**src/rtl/mem_access_unit.sv**
```systemverilog
// Memory-access stage controller: validates a load/store, pulses the data-memory
// enables for MEM_LAT cycles, then returns one extended response beat to MEM/WB.
module mem_access_unit #(
    parameter int XLEN      = 64,
    parameter int MEM_BYTES = 4096,
    parameter int MEM_LAT   = 1
) (
    input  logic            clk,
    input  logic            rst_n,
    input  logic            req_valid,
    output logic            req_ready,
    input  logic            req_is_store,
    input  logic [2:0]      req_funct3,
    input  logic [XLEN-1:0] req_addr,
    input  logic [XLEN-1:0] req_wdata,
    input  logic [4:0]      req_rd,
    output logic            mem_write_en,
    output logic            mem_read_en,
    output logic [XLEN-1:0] mem_addr,
    output logic [XLEN-1:0] mem_data_input,
    output logic [1:0]      store_format,
    output logic [2:0]      load_format,
    input  logic [XLEN-1:0] mem_data_output,
    output logic            resp_valid,
    input  logic            resp_ready,
    output logic [XLEN-1:0] resp_rdata,
    output logic [4:0]      resp_rd,
    output logic            resp_we,
    output logic            resp_misalign,
    output logic            resp_fault,
    output logic            busy
);

    typedef enum logic [1:0] {IDLE, ACCESS, RESP} state_t;

    localparam logic [XLEN-1:0] MEM_TOP  = XLEN'(MEM_BYTES);
    localparam logic [2:0]      LAT_LAST = 3'(MEM_LAT - 1);

    state_t          state, state_next;
    logic            is_store_q;
    logic [2:0]      funct3_q;
    logic [XLEN-1:0] addr_q;
    logic [XLEN-1:0] wdata_q;
    logic [4:0]      rd_q;
    logic [2:0]      lat_cnt;
    logic [XLEN-1:0] rdata_q;
    logic [4:0]      resp_rd_q;
    logic            resp_we_q;
    logic            misalign_q;
    logic            fault_q;

    logic [XLEN-1:0] size_x;
    logic            illegal_f3;
    logic            misalign_chk;
    logic            fault_chk;
    logic            lat_last;
    logic [XLEN-1:0] load_ext;

    // The range test short-circuits on addr >= MEM_BYTES, so addr+size cannot wrap where it matters.
    always_comb begin
        size_x       = XLEN'(1) << req_funct3[1:0];
        illegal_f3   = req_is_store ? req_funct3[2] : (req_funct3 == 3'b111);
        misalign_chk = illegal_f3 || ((req_addr & (size_x - XLEN'(1))) != '0);
        fault_chk    = (req_addr >= MEM_TOP) || ((req_addr + size_x) > MEM_TOP);
        lat_last     = (lat_cnt == LAT_LAST);
    end

    always_comb begin
        load_ext = mem_data_output;
        case (funct3_q[1:0])
            2'b00: load_ext = funct3_q[2] ? {{(XLEN-8){1'b0}}, mem_data_output[7:0]}
                                          : {{(XLEN-8){mem_data_output[7]}}, mem_data_output[7:0]};
            2'b01: load_ext = funct3_q[2] ? {{(XLEN-16){1'b0}}, mem_data_output[15:0]}
                                          : {{(XLEN-16){mem_data_output[15]}}, mem_data_output[15:0]};
            2'b10: load_ext = funct3_q[2] ? {{(XLEN-32){1'b0}}, mem_data_output[31:0]}
                                          : {{(XLEN-32){mem_data_output[31]}}, mem_data_output[31:0]};
            default: load_ext = mem_data_output;
        endcase
    end

    always_ff @(posedge clk) begin
        if (!rst_n) begin
            state      <= IDLE;
            is_store_q <= 1'b0;
            funct3_q   <= '0;
            addr_q     <= '0;
            wdata_q    <= '0;
            rd_q       <= '0;
            lat_cnt    <= '0;
            rdata_q    <= '0;
            resp_rd_q  <= '0;
            resp_we_q  <= 1'b0;
            misalign_q <= 1'b0;
            fault_q    <= 1'b0;
        end else begin
            state <= state_next;
            case (state)
                IDLE: if (req_valid) begin
                    is_store_q <= req_is_store;
                    funct3_q   <= req_funct3;
                    addr_q     <= req_addr;
                    wdata_q    <= req_wdata;
                    rd_q       <= req_rd;
                    lat_cnt    <= '0;
                    rdata_q    <= '0;
                    resp_rd_q  <= '0;
                    resp_we_q  <= 1'b0;
                    misalign_q <= misalign_chk;
                    fault_q    <= fault_chk;
                end
                ACCESS: begin
                    lat_cnt <= lat_cnt + 3'd1;
                    if (lat_last && !is_store_q) begin
                        rdata_q   <= load_ext;
                        resp_rd_q <= rd_q;
                        resp_we_q <= (rd_q != 5'd0);
                    end
                end
                default: ;
            endcase
        end
    end

    // Memory pins and response fields read as zero outside their own state.
    always_comb begin
        state_next     = state;
        req_ready      = 1'b0;
        busy           = 1'b1;
        mem_write_en   = 1'b0;
        mem_read_en    = 1'b0;
        mem_addr       = '0;
        mem_data_input = '0;
        store_format   = 2'b00;
        load_format    = 3'b000;
        resp_valid     = 1'b0;
        resp_rdata     = '0;
        resp_rd        = '0;
        resp_we        = 1'b0;
        resp_misalign  = 1'b0;
        resp_fault     = 1'b0;
        case (state)
            IDLE: begin
                req_ready = 1'b1;
                busy      = 1'b0;
                if (req_valid) begin
                    state_next = (misalign_chk || fault_chk) ? RESP : ACCESS;
                end
            end
            ACCESS: begin
                mem_write_en   = is_store_q;
                mem_read_en    = !is_store_q;
                mem_addr       = addr_q;
                mem_data_input = wdata_q;
                if (is_store_q) begin
                    store_format = funct3_q[1:0];
                end else begin
                    load_format = (funct3_q[1:0] == 2'b11) ? 3'b101 : {1'b0, funct3_q[1:0]};
                end
                if (lat_last) begin
                    state_next = RESP;
                end
            end
            RESP: begin
                resp_valid    = 1'b1;
                resp_rdata    = rdata_q;
                resp_rd       = resp_rd_q;
                resp_we       = resp_we_q;
                resp_misalign = misalign_q;
                resp_fault    = fault_q;
                if (resp_ready) begin
                    state_next = IDLE;
                end
            end
            default: state_next = IDLE;
        endcase
    end

endmodule

```
**config.mk**
```make
export PLATFORM = sky130hd
export DESIGN_NAME = mem_access_unit
export DESIGN_NICKNAME = d
export VERILOG_FILES = /design/src/rtl/mem_access_unit.sv
export SDC_FILE = /design/constraint.sdc
export NUM_CORES = 1
export LEC_CHECK = 0
export ABC_AREA = 1
export CELL_PAD_IN_SITES_DETAIL_PLACEMENT = 1
export CELL_PAD_IN_SITES_GLOBAL_PLACEMENT = 2
export CORE_MARGIN = 2
export CORE_UTILIZATION = 22
export CTS_CLUSTER_SIZE = 25
export DETAILED_ROUTE_END_ITERATION = 10
export PLACE_DENSITY = 0.78
export SLEW_MARGIN = 5
export SYNTH_ARGS = -nofsm -noshare
export SYNTH_HDL_FRONTEND = slang
export SYNTH_SLANG_ARGS = --single-unit
```
**constraint.sdc**
```tcl
create_clock -name clk -period 2.2 [get_ports clk]
set_input_delay 0.22 -clock clk [delete_from_list [all_inputs] [get_ports clk]]
set_output_delay 0.22 -clock clk [all_outputs]
set_load 0.02 [all_outputs]
```
; ---- Word level (Yosys, flattened, before mapping)
; Index checks and enable logic that the tools add are counted.
[op_classes]
n_shift = 1
bitwise_logic = 1
muxes = 38
reduce_logical = 15
add_sub_neg = 3
order_cmp = 2
n_eq_ne = 10
[op_table]
columns = op, n
row1 = 2-to-1 mux 64 bit, 8
row2 = one-hot mux 64 bit (3 select lines), 1
row3 = one-hot mux 64 bit (2 select lines), 1
row4 = adder 64 bit, 1
row5 = AND 64 bit, 1
row6 = >= comparator 64 x 13 -> 1 bit (second input constant), 1
row7 = greater-than comparator 64 x 13 -> 1 bit (second input constant), 1
row8 = nonzero test 64 bit, 1
row9 = << shifter 1 x 2 -> 64 bit (first input constant), 1
row10 = subtractor 64 x 1 -> 64 bit (second input constant), 1
row11 = 2-to-1 mux 5 bit, 3
row12 = 2-to-1 mux 2 bit, 6
row13 = 2-to-1 mux 3 bit, 4
row14 = 2-to-1 mux 1 bit, 11
row15 = one-hot mux 5 bit (2 select lines), 1
row16 = inequality test 2 bit (second input constant), 4
row17 = == test 2 bit (second input constant), 3
row18 = one-hot mux 2 bit (3 select lines), 1
row19 = one-hot mux 3 bit (2 select lines), 1
row20 = AND reduction 3 bit, 2
row21 = nonzero test 5 bit, 1
row22 = == test 2 x 1 -> 1 bit (second input constant), 2
row23 = logical NOT 2 bit, 2
row24 = AND reduction 2 bit, 2
row25 = 8 further kinds, 10
[word_totals]
wordCells = 82
input_bits = 205
output_inout_bits = 210
ff_bits = 214

; ---- Depth between registers and ports, before layout
[depth]
ltp_word = 9
ltp_mapped = 23
mapped_depth_nobuf = 23

; ---- Least setup slack after synthesis
; No wires, ideal clock.
[synth_path]
kind = input to register
start = input req_funct3[1]
end = register state[1]
path_buffers = 0
cell_stages = 20
required_time_ns = 2.090
arrival_ns = 1.902
setup_slack_ns = 0.188
setup_ns = 0.110
path_cell_list = inv_2 > nor2_1 > ha_1 > nand2_1 > nor2_2 > nand2_1 > nor2_1 > nand2_1 > nand2_1 > nand2_1 > nand2_1 > nand2_1 > nor2_1 > nand2_1 > nor2_2 > nand2_1 > nor2_2 > nand3_2 > nand3_1 > inv_1
[synth_between]
elab_chain_len = 9
word_cells_on_any_way = 14
classes_between = add/sub (2) / order compare (1) / eq/ne (1) / shift (1) / mux (4) / bitwise (1) / reduce/logical (4)
[synth_rtl]
columns = element, line_no
row1 = "start, declared", 13  ; input logic [2:0] req_funct3,
row2 = branches (longest 5 deep; another with adder 64 bit), n/a
row3 = logical OR 1 bit *, 146  ; state_next = (misalign_chk || fault_chk) ? RESP : ACCESS;
row4 = 2-to-1 mux 2 bit *, 146
row5 = 2-to-1 mux 2 bit *, 145  ; if (req_valid) begin
row6 = one-hot mux 2 bit (3 select lines) *, 141  ; case (state)
row7 = "end signal, assigned", 96  ; state <= state_next;
row8 = "end, declared", 39  ; state_t state, state_next;
; Every way passes the cells marked *. The select of a mux whose other input is x is not followed.
; A chain may end at the register's enable or synchronous reset.

; ---- Final worst setup path
[layout_path]
start = register state[0]
end = output mem_addr[17]
[layout_between]
elab_chain_len = 2
[layout_rtl]
columns = element, line_no
row1 = == test 2 x 1 -> 1 bit, 141
row2 = 2-to-1 mux 64 bit, 141
row3 = "end, declared", 19  ; output logic [XLEN-1:0] mem_addr,
; Every way passes these cells.

==> results.yml <==
cells_and_area:
  fillCellCount: 6123
  drive_above_1_share: 0.209
  seq_area_mm2: 0.00429
  postLayoutCellArea_mm2: 0.0174
  syn_to_final_growth_pct: 61.5
  layout_commonest_cell: "nand2_1"
  layout_common_cells: "nand2_1 (285), nor2_1 (269), inv_1 (262), dfxtp_1 (213), a21oi_1 (212)"
  multi_input_area_mm2: 0.00524
  fin_nets: 2399
cts:
  cts_buffers: 29
  clkTransAtPathRegs_ns: 0.05
  clock_path_buffers: 3
  htree_levels: 1
  cts_tree: "built"
  clk_latency_ns: 0.59
  holdBufCountCts: 0
  cts.sinks: 214
  clk_root_buffer_cell: "clkbuf_16"
setup_path:
  cp.arrival_ns: 1.96
  crit_type: "reg2out"
  max_stage_delay_ns: 0.38
  crit_start: "state[0]"
  r2r_slack_ns: 0.17
  cp_max_fo: 87
  r2r-start: "state[0]"
  endpoint: "mem_addr[17]"
  path_cells: "inv_1 -> nor2_4 -> inv_4 -> buf_12 -> nor2_1 -> clkdlybuf4s15_2"
  critPathSlowestCell: "dfxtp_1"
  path_buf_inv: 4
  crit_family: "buffers and inverters"
  path_depth: 6
  timing.rr.end: "rdata_q[22]"
  startpoint_type: "register"
  crit_required_ns: 1.98
  r2r_cells: 10
  cp-end-kind: "output pin"
min_path:
  min_path_type: "in2reg"
  hold_depth: 3
logic_synthesis:
  synth-async-reset-ratio: 0
  synthDistinctLibCells: 36
  syn-cell-area_mm2: 0.0108
  synth_warnings: 0
  synthCells: 1695
  ys.flop_type: "dfxtp_1"
  ys_seq_area_frac: 0.397
  avgSynthCellArea_um2: 6.36
  ys_ff_latch: 214
  synth_edf_count: 0
  syn_nets: 1907
drt:
  wl_met2_um: 23500
  vias: 12600
  highest_layer: "met5"
  vias_per_cell: 4.46
  finalWirelength_um: 47000
  drtPass1Iterations: 4
  routed-wl-met3_um: 2980
  drt_iter0_drc: 391
  ant_nets: 0
  drc: 0
  met1_length_um: 19600
  post_drt_wl_per_cell_um: 16.6
power:
  p_leak_nw: 6.83
  ir_drop_v: 0.000575
  p_per_area_mw_per_mm2: 664
grt:
  grt_pass1_wl_um: 73100
  grt_start_max_net_pins: 88
  antenna_found_initial: 12
  grt_overflow: 0
  track_usage: 0.181
  grt_pass1_vias: 13200
place:
  hpwl_um: 36200
  place_area_mm2: 0.0165
  globalplace.congestion: 0.831
  port_buffers: 414
sta:
  rsz0062_at_grt: "true"
  drv_slew: 0
  worst_pin_slew_ns: 0.725
  fmax_mhz: 460
  slew_headroom: 0.516
  period_minus_slack_ns: 2.18
  fin_skew_ns: 0.0237
  finalSetupViolations: 0
  finalSetupTns_ns: 0
  hold_violations: 0
  fin_crit_sh: 0.989
floorplan:
  die_x_um: 225
  row_count: 81
  die_h_um: 225
  ios: 415
  core_area_mm2: 0.0486
  dieArea_mm2: 0.0508
  initial_core_util: 0.222
flow_run:
  cap_violations: 0
outcome:
  status: "finished clean"
==> through the flow <==
step / util / worst slack (ns) / total power [mW] / std cells / hold WS (ns)
final: 0.358 / 0.0249 / 11.6 / 2833 / 0.0341
after detailed placement: 0.340 / -0.781 / 7.01 / 2778 / 0.445
after CTS: 0.363 / -0.0762 / 11.8 / 2830 / 0.0149
after global placement: 0.340 / -0.744 / 6.95 / 2778 / 0.439
after global routing: 0.358 / -0.0919 / 12.2 / 2832 / 0.0316
after floorplan: - / 0.188 / 5.69 / 1695 / 0.355
==> flip-flops by register name, indices dropped and copies added, names as in the netlist <==
name,cells
addr_q,64
rdata_q,64
wdata_q,64
rd_q,5
resp_rd_q,5
funct3_q,3
lat_cnt,3
state,2
fault_q,1
is_store_q,1
misalign_q,1
resp_we_q,1
==> worst min-delay path: cells and delay by family <==
kind | cells | cell delay, ns
buf+inv | 2 | 0.23
simple gates | 1 | 0.10
==> area by class of cell <==
type | instances | area share
antenna | 3 | 0.000431
clock buffer | 43 | 0.0470
clock inverter | 9 | 0.00647
inverter | 271 | 0.0589
multi-input combinational | 1114 | 0.301
sequential | 214 | 0.246
tap | 622 | 0.0447
timing repair buffer | 557 | 0.295
==> logic make-up after synthesis <==
kind of cell / Yosys count / synth area share
AOI/OAI and AO/OA: 402 / 0.190
adders and majority gates: 7 / 0.00812
buffers and inverters: 367 / 0.129
and+or+nand+nor: 703 / 0.274
DFF: 214 / 0.397
xor gates and xnor gates: 2 / 0.00163
==> worst min path at each step <==
stage	from	to
after floorplan	req_rd[4]	rd_q[4]
after global placement	wdata_q[8]	wdata_q[8]
after detailed placement	wdata_q[4]	wdata_q[4]
after CTS	rst_n	is_store_q
after global routing	rst_n	state[1]
final	rst_n	state[1]
==> Yosys cell counts (all sizes together) (4+ instances only) <==
library cell / instances / area [um^2]
nand3b: 4 / 30.0
clkbuf: 89 / 337
buf: 7 / 35.0
a21oi: 213 / 1070
dfxtp: 214 / 4280
nand2: 298 / 1170
nor4: 14 / 87.6
nand3: 44 / 258
nand4: 30 / 194
o21ai: 183 / 920
inv: 271 / 1020
ha: 7 / 87.6
nor3: 11 / 55.1
nor2: 299 / 1140
==> timing repair <==
action | in CTS | in global routing
pin swaps | 2 | 0
buffers inserted | 0 | 0
gates resized for setup | 575 | 114
endpoints found under the setup margin | 212 | 208
==> layer usage <==
metal  vias to the layer above  global-route usage
met1                      5944               0.214
met5                         -                   0
met4                        14              0.0340
met3                        64              0.0477
li1                       6319                   -
met2                       282               0.331
==> where the power goes <==
group | internal [mW] | switching [mW] | total (mW) | leakage [nW]
logic | 1.01 | 1.49 | 2.50 | 4.62
registers | 4.24 | 0.131 | 4.37 | 1.76
clock network | 2.80 | 1.89 | 4.69 | 0.456
Power figures use the tool's default switching activity.
